File: src/rtl/fetch_queue_pkg.sv
// Shared types for the fetch queue: one fetched instruction bundle.
package fetch_queue_pkg;

  typedef struct packed {
    logic        valid;
    logic [31:0] pc;
    logic [31:0] instr;
  } fet_bundle_t;

endpackage

File: src/rtl/fetch_queue_if.sv
// Fetch/decode side bundle interface of the fetch queue.
// master = fetch + decode side, slave = the queue.
interface fetch_queue_if #(
  parameter int WIDTH = 2,
  parameter int DEPTH = 8
) ();
  import fetch_queue_pkg::*;

  logic                         flush;
  fet_bundle_t [WIDTH-1:0]      in_bundle;
  logic                         in_ready;
  fet_bundle_t [WIDTH-1:0]      out_bundle;
  logic [$clog2(WIDTH+1)-1:0]   out_deq;
  logic [$clog2(DEPTH+1)-1:0]   count;

  modport master (
    output flush, in_bundle, out_deq,
    input  in_ready, out_bundle, count
  );

  modport slave (
    input  flush, in_bundle, out_deq,
    output in_ready, out_bundle, count
  );
endinterface

File: src/rtl/fetch_queue.sv
// Fetch queue: circular buffer between a WIDTH-wide fetch and a WIDTH-wide
// decoder. Valid input slots are compacted into the tail; the decoder sees
// the oldest WIDTH entries combinationally and reports how many it consumed.
// Optional feature macro: FETQ_STAT_EN adds the saturating stall_cnt output.
module fetch_queue #(
  parameter int WIDTH = 2,
  parameter int DEPTH = 8
) (
  input  logic          clk,
  input  logic          rst,
  fetch_queue_if.slave  q
`ifdef FETQ_STAT_EN
  ,
  output logic [31:0]   stall_cnt
`endif
);
  import fetch_queue_pkg::*;

  localparam int PW = $clog2(DEPTH);
  localparam int CW = $clog2(DEPTH + 1);
  localparam int DW = $clog2(WIDTH + 1);

  fet_bundle_t             mem_q [DEPTH];
  logic [PW-1:0]           head_q, head_d;
  logic [PW-1:0]           tail_q, tail_d;
  logic [CW-1:0]           count_q, count_d;

  logic                    in_ready;
  logic [DW-1:0]           prefix [WIDTH+1];
  fet_bundle_t [WIDTH-1:0] cmp_data;
  fet_bundle_t [WIDTH-1:0] out_bundle;
  logic [DW-1:0]           n_in;
  logic [DW-1:0]           n_vld;
  logic [DW-1:0]           n_deq;
  logic                    any_vld;
  logic                    do_enq;

  // Space check uses registered occupancy only; same-cycle dequeue gives no credit.
  assign in_ready = (count_q <= CW'(DEPTH - WIDTH));
  assign any_vld  = (n_in != '0);
  assign do_enq   = in_ready && !q.flush && any_vld;

  assign q.in_ready   = in_ready;
  assign q.count      = count_q;
  assign q.out_bundle = out_bundle;

  // Compact valid input slots (program order kept) into the low slots.
  always_comb begin
    prefix   = '{default: '0};
    cmp_data = '0;
    for (int i = 0; i < WIDTH; i++) begin
      prefix[i+1] = prefix[i] + DW'(q.in_bundle[i].valid);
      for (int k = 0; k < WIDTH; k++) begin
        if (q.in_bundle[i].valid && (prefix[i] == DW'(k))) begin
          cmp_data[k]       = q.in_bundle[i];
          cmp_data[k].valid = 1'b1;
        end
      end
    end
    n_in = prefix[WIDTH];
  end

  // Present the oldest WIDTH entries; validity comes from occupancy, not storage.
  always_comb begin
    out_bundle = '0;
    for (int i = 0; i < WIDTH; i++) begin
      out_bundle[i]       = mem_q[head_q + PW'(i)];
      out_bundle[i].valid = (CW'(i) < count_q);
    end
  end

  // Clamp the decoder's consume count to the slots that are actually valid.
  always_comb begin
    n_vld = (count_q < CW'(WIDTH)) ? DW'(count_q) : DW'(WIDTH);
    n_deq = (q.out_deq < n_vld) ? q.out_deq : n_vld;
  end

  // Pointer and occupancy next state; flush overrides enqueue and dequeue.
  always_comb begin
    head_d  = head_q;
    tail_d  = tail_q;
    count_d = count_q;
    if (q.flush) begin
      head_d  = '0;
      tail_d  = '0;
      count_d = '0;
    end else begin
      head_d  = head_q + PW'(n_deq);
      count_d = count_q - CW'(n_deq);
      if (do_enq) begin
        tail_d  = tail_q + PW'(n_in);
        count_d = count_q + CW'(n_in) - CW'(n_deq);
      end
    end
  end

  // Pointer and occupancy registers.
  always_ff @(posedge clk or posedge rst) begin
    if (rst) begin
      head_q  <= '0;
      tail_q  <= '0;
      count_q <= '0;
    end else begin
      head_q  <= head_d;
      tail_q  <= tail_d;
      count_q <= count_d;
    end
  end

  // Payload storage is intentionally not reset; only valid-derived outputs matter.
  always_ff @(posedge clk) begin
    if (do_enq) begin
      for (int k = 0; k < WIDTH; k++) begin
        if (DW'(k) < n_in) begin
          mem_q[tail_q + PW'(k)] <= cmp_data[k];
        end
      end
    end
  end

`ifdef FETQ_STAT_EN
  logic [31:0] stall_q;

  // Count cycles where fetch offers work but the queue cannot take a group.
  always_ff @(posedge clk or posedge rst) begin
    if (rst) begin
      stall_q <= '0;
    end else if (any_vld && !in_ready && (stall_q != 32'hFFFF_FFFF)) begin
      stall_q <= stall_q + 32'd1;
    end
  end

  assign stall_cnt = stall_q;
`endif

endmodule

File: src/flat_wrapper.sv
// flat-port wrapper written by rule: the top's interface ports become plain ports
module fetch_queue_flat import fetch_queue_pkg::*;
#(
  parameter int WIDTH = 2,
  parameter int DEPTH = 8
)
  (clk, rst, q_flush, q_in_bundle, q_out_deq, q_in_ready, q_out_bundle, q_count);
  fetch_queue_if #(.WIDTH(WIDTH), .DEPTH(DEPTH)) q_i ();
  input  logic clk;
  input  logic rst;
  input wire logic [$bits(q_i.flush)-1:0] q_flush;
  input wire logic [$bits(q_i.in_bundle)-1:0] q_in_bundle;
  input wire logic [$bits(q_i.out_deq)-1:0] q_out_deq;
  output wire logic [$bits(q_i.in_ready)-1:0] q_in_ready;
  output wire logic [$bits(q_i.out_bundle)-1:0] q_out_bundle;
  output wire logic [$bits(q_i.count)-1:0] q_count;
  assign q_i.flush = q_flush;
  assign q_i.in_bundle = q_in_bundle;
  assign q_i.out_deq = q_out_deq;
  assign q_in_ready = q_i.in_ready;
  assign q_out_bundle = q_i.out_bundle;
  assign q_count = q_i.count;
  fetch_queue #(.WIDTH(WIDTH), .DEPTH(DEPTH)) u_core (.clk(clk), .rst(rst), .q(q_i));
endmodule
File: config.mk
export PLATFORM = sky130hd
export DESIGN_NAME = fetch_queue_flat
export DESIGN_NICKNAME = d
export VERILOG_FILES = /design/src/rtl/fetch_queue_pkg.sv /design/src/rtl/fetch_queue_if.sv /design/src/rtl/fetch_queue.sv /design/src/flat_wrapper.sv
export SDC_FILE = /design/constraint.sdc
export NUM_CORES = 1
export LEC_CHECK = 0
export CORE_UTILIZATION = 50
export DETAILED_ROUTE_END_ITERATION = 10
export PLACE_DENSITY = 0.68
export SKIP_CTS_REPAIR_TIMING = 1
export SLEW_MARGIN = 20
export SYNTH_ARGS = -nofsm -noshare
export SYNTH_HDL_FRONTEND = slang
export SYNTH_SLANG_ARGS = --single-unit
export TNS_END_PERCENT = 50
File: constraint.sdc
create_clock -name clk -period 5.6 [get_ports clk]
set_clock_uncertainty 0.15 [all_clocks]
set_input_delay 1.68 -clock clk [delete_from_list [all_inputs] [get_ports clk]]
set_output_delay 1.68 -clock clk [all_outputs]
set_load 0.01 [all_outputs]
==> run_results.csv <==
group,metric,value,unit
run_status,status,"finished clean",
synth,synthCells,1744,
detailed_routing,vias,18600,
floorplan,io_pins,270,
detailed_routing,dr.pass1.iters,5,
global_routing,grt_pass1_vias,19440,
placed_design,gp_congestion,0.7582,
sta,finalMaxSlewViolations,0,
finish,utilization,59.80,%
global_routing,grt-ovfl-total,0,
clock_tree,htreeDepth,2,
detailed_routing,antenna_left,0,
setup_path,timing.rr.start,"u_core.tail_q[0]$_DFFE_PP0P_",
floorplan,die_area,62720,um^2
finish,drive_gt1_share,51.41,%
detailed_routing,post_drt_wl_per_cell,30.76,um
placed_design,place_area,34610,um^2
detailed_routing,drt-total-wl,86330,um
placed_design,place_hpwl,47920,um
setup_path,ff2ff_path_depth,6,
power,p_leak,12.11,nW
detailed_routing,drt_iter0_drc,1587,
finish,nFillCells,4506,
setup_path,cp-startpoint,"u_core.head_q[0]$_DFF_PP0_",
setup_path,crit_required,3.77,ns
synth,syn_nets,1899,
worst_hold_path,whs_path_depth,2,
setup_path,r2r_end,"u_core.mem_q[6][35]$_DFFE_PP_",
finish,fin_nets,2134,
power,peakVddDrop,0.4396,mV
setup_path,endpoint_kind,"output pin",
floorplan,start_util,50.84,%
clock_tree,numCtsBuffers,57,
setup_path,crit_type,"flop to output pin",
power,power.total,16.80,mW
floorplan,die_w,250.4,um
finish,finalInstanceArea,36300,um^2
sta,fmax,187.8,MHz
setup_path,r2r_slack,2.09,ns
clock_tree,clk_pin_slew_worst_paths,0.06,ns
sta,setup_viol,0,
synth,ys_warn_count,0,
setup_path,cp_max_fo,34,
synth,syn_area,30860,um^2
clock_tree,cts_tree,"done",
clock_tree,clkLatencyLatePin,0.62,ns
flow_run,drv_cap,0,
clock_tree,numClockSinks,522,
worst_hold_path,min_path_type,"flop to flop",
global_routing,track_usage,27.43,%
sta,worst_pin_slew,0.9435,ns
worst_hold_path,hp-start,"u_core.q.count[3]$_DFF_PP0_",
detailed_routing,drc,0,
setup_path,crit_path_start_kind,"flop",
global_routing,grt_pass1_wl,126200,um
sta,hold_violations,0,
global_routing,grt_max_degree,121,
sta,setup_tns,0,ns
clock_tree,cts_buffer_depth,3,
floorplan,die-height,250.4,um
global_routing,antenna_found_initial,7,
synth,ys_seq_area_share,50.63,%
floorplan,fp.coreArea,60700,um^2
floorplan,rows,90,
finish,area_growth,17.62,%
sta,rsz0062_at_grt,"false",
clock_tree,cts_root_buf,"clkbuf_16",
synth,ys_ff_latch,522,
power,p_per_area,462.9,nW/um^2
detailed_routing,vias_per_cell,6.629,
sta,fin_crit_sh,95.10,%
placed_design,io_buffers,269,
placed_design,placed_cells,2702,
sta,maxSlewHeadroom,37.10,%
worst_hold_path,min_to,"u_core.q.count[3]$_DFF_PP0_",
synth,synth_area_per_cell,17.69,um^2
synth,synth_cell_type_count,45,
finish,layoutNonFillerInstCount,2806,
setup_path,critPathArrivalTime,3.50,ns
sta,min_period,5.326,ns
[layer usage]
layer | up-vias | wire length, um | track usage, % | share of wire [%]
li1 | 7828 | - | - | -
met2 | 760 | 42940 | 45.90 | 50
met4 | 6 | 2057 | 7.642 | 2.4
met5 | - | 134 | 1.236 | 0.16
met3 | 141 | 6105 | 4.874 | 7.1
met1 | 9866 | 35090 | 36.79 | 41
[cell families after synthesis]
| kind of cell | share of synthesized area [%] |
|---|---|
| flops | 50.63 |
| mux | 42.17 |
| compound gates | 2.348 |
| simple gates | 1.143 |
| xor+xnor | 0.1703 |
| buf+inv | 2.631 |
| fa+ha+maj | 0.9082 |
[how the worst max path moves through the flow]
stage | end | slack, ns | cells after the start
CTS | q_out_bundle[107] | 0.26 | 5
global placement | u_core.mem_q[0][4]$_DFFE_PP_ | 0.93 | 7
detailed placement | u_core.mem_q[0][20]$_DFFE_PP_ | 0.89 | 7
global route | q_out_bundle[107] | 0.20 | 5
floorplan | u_core.mem_q[4][0]$_DFFE_PP_ | -0.32 | 5
finish | q_out_bundle[107] | 0.27 | 5
[stage by stage]
| stage | hold slack (ns) | setup WS (ns) |
|---|---|---|
| finish | 0.5402 | 0.2743 |
| floorplan | 0.4620 | -0.3222 |
| global route | 0.5982 | 0.1996 |
| CTS | 0.5414 | 0.2610 |
| detailed placement | 0.5291 | 0.8925 |
| global placement | 0.5256 | 0.9335 |
[cells in the mapped netlist, drive strengths merged]
cell | count | area, um^2
nor3 | 5 | 25.02
buf | 79 | 545.5
clkinv | 1 | 3.750
xor2 | 2 | 17.52
dfrtp | 10 | 250.2
nand3 | 5 | 25.02
a21bo | 1 | 10.01
nor2 | 17 | 63.81
ha | 16 | 200.2
or3b | 1 | 8.760
a311oi | 2 | 41.29
nand2b | 5 | 31.28
or4b | 1 | 10.01
and4 | 2 | 17.52
inv | 10 | 37.54
o31ai | 1 | 7.510
nand3b | 1 | 7.510
a211oi | 1 | 7.510
fa | 4 | 80.08
a22o | 63 | 551.8
o21a | 2 | 15.01
mux4 | 256 | 5766
a21boi | 1 | 7.510
edfxtp | 512 | 15370
nand2 | 7 | 26.28
mux2i | 4 | 40.04
nor4b | 2 | 17.52
nand4 | 5 | 56.31
xnor2 | 4 | 35.03
a21oi | 8 | 40.04
and2 | 2 | 12.51
nor3b | 1 | 7.510
nor4bb | 1 | 10.01
a21o | 1 | 7.510
o21ai | 1 | 5.000
nand4b | 1 | 8.760
a31oi | 5 | 31.28
nor2b | 4 | 25.02
mux2 | 640 | 7207
clkbuf | 60 | 225.2
[flip-flops by register name, summed over array words and instances (netlist names)]
| name | count |
|---|---|
| u_core.mem_q | 512 |
| u_core.q.count | 4 |
| u_core.head_q | 3 |
| u_core.tail_q | 3 |
[cell usage in the layout, fill, tap and decap left out, types with 5 or more instances in the layout]
cell,count
nor2_1,10
a31oi_1,5
diode_2,5
inv_1,10
nand3_1,5
clkinv_2,6
buf_4,20
ha_1,14
clkbuf_1,16
nor2_4,7
nor3_1,5
nand2b_1,5
buf_12,26
a21oi_1,6
edfxtp_1,512
mux2_2,640
nand2_1,5
clkdlybuf4s50_1,269
dfrtp_1,7
clkinv_1,16
mux4_2,256
a22o_1,63
clkbuf_16,57
[cell type report]
class                   instances  area (um^2)  share of cell area [%]
diodes                          5        12.51                 0.03447
well taps                     782        978.4                   2.696
multi-input cells            1072        14590                   40.18
clock buffers                  73         1486                   4.095
repair buffers                315         3363                   9.265
clock inverters                26        193.9                  0.5343
inverters                      11        41.29                  0.1137
flip-flops and latches        522        15640                   43.08
[where the power goes]
part           internal [mW]  leakage [nW]  switching, mW
Clock                   1.99         0.820           1.53
Sequential              4.69          4.83          0.214
Combinational           4.63          6.46           3.75
[worst max-delay path, stage by stage, from the launching register on]
cell             delay [ns]
dfrtp_4                0.61
ha_4                   0.74
buf_4                  0.35
mux4_2                 0.33
mux2_2                 0.32
clkdlybuf4s50_1        0.49
Power figures use the tool's default switching activity.
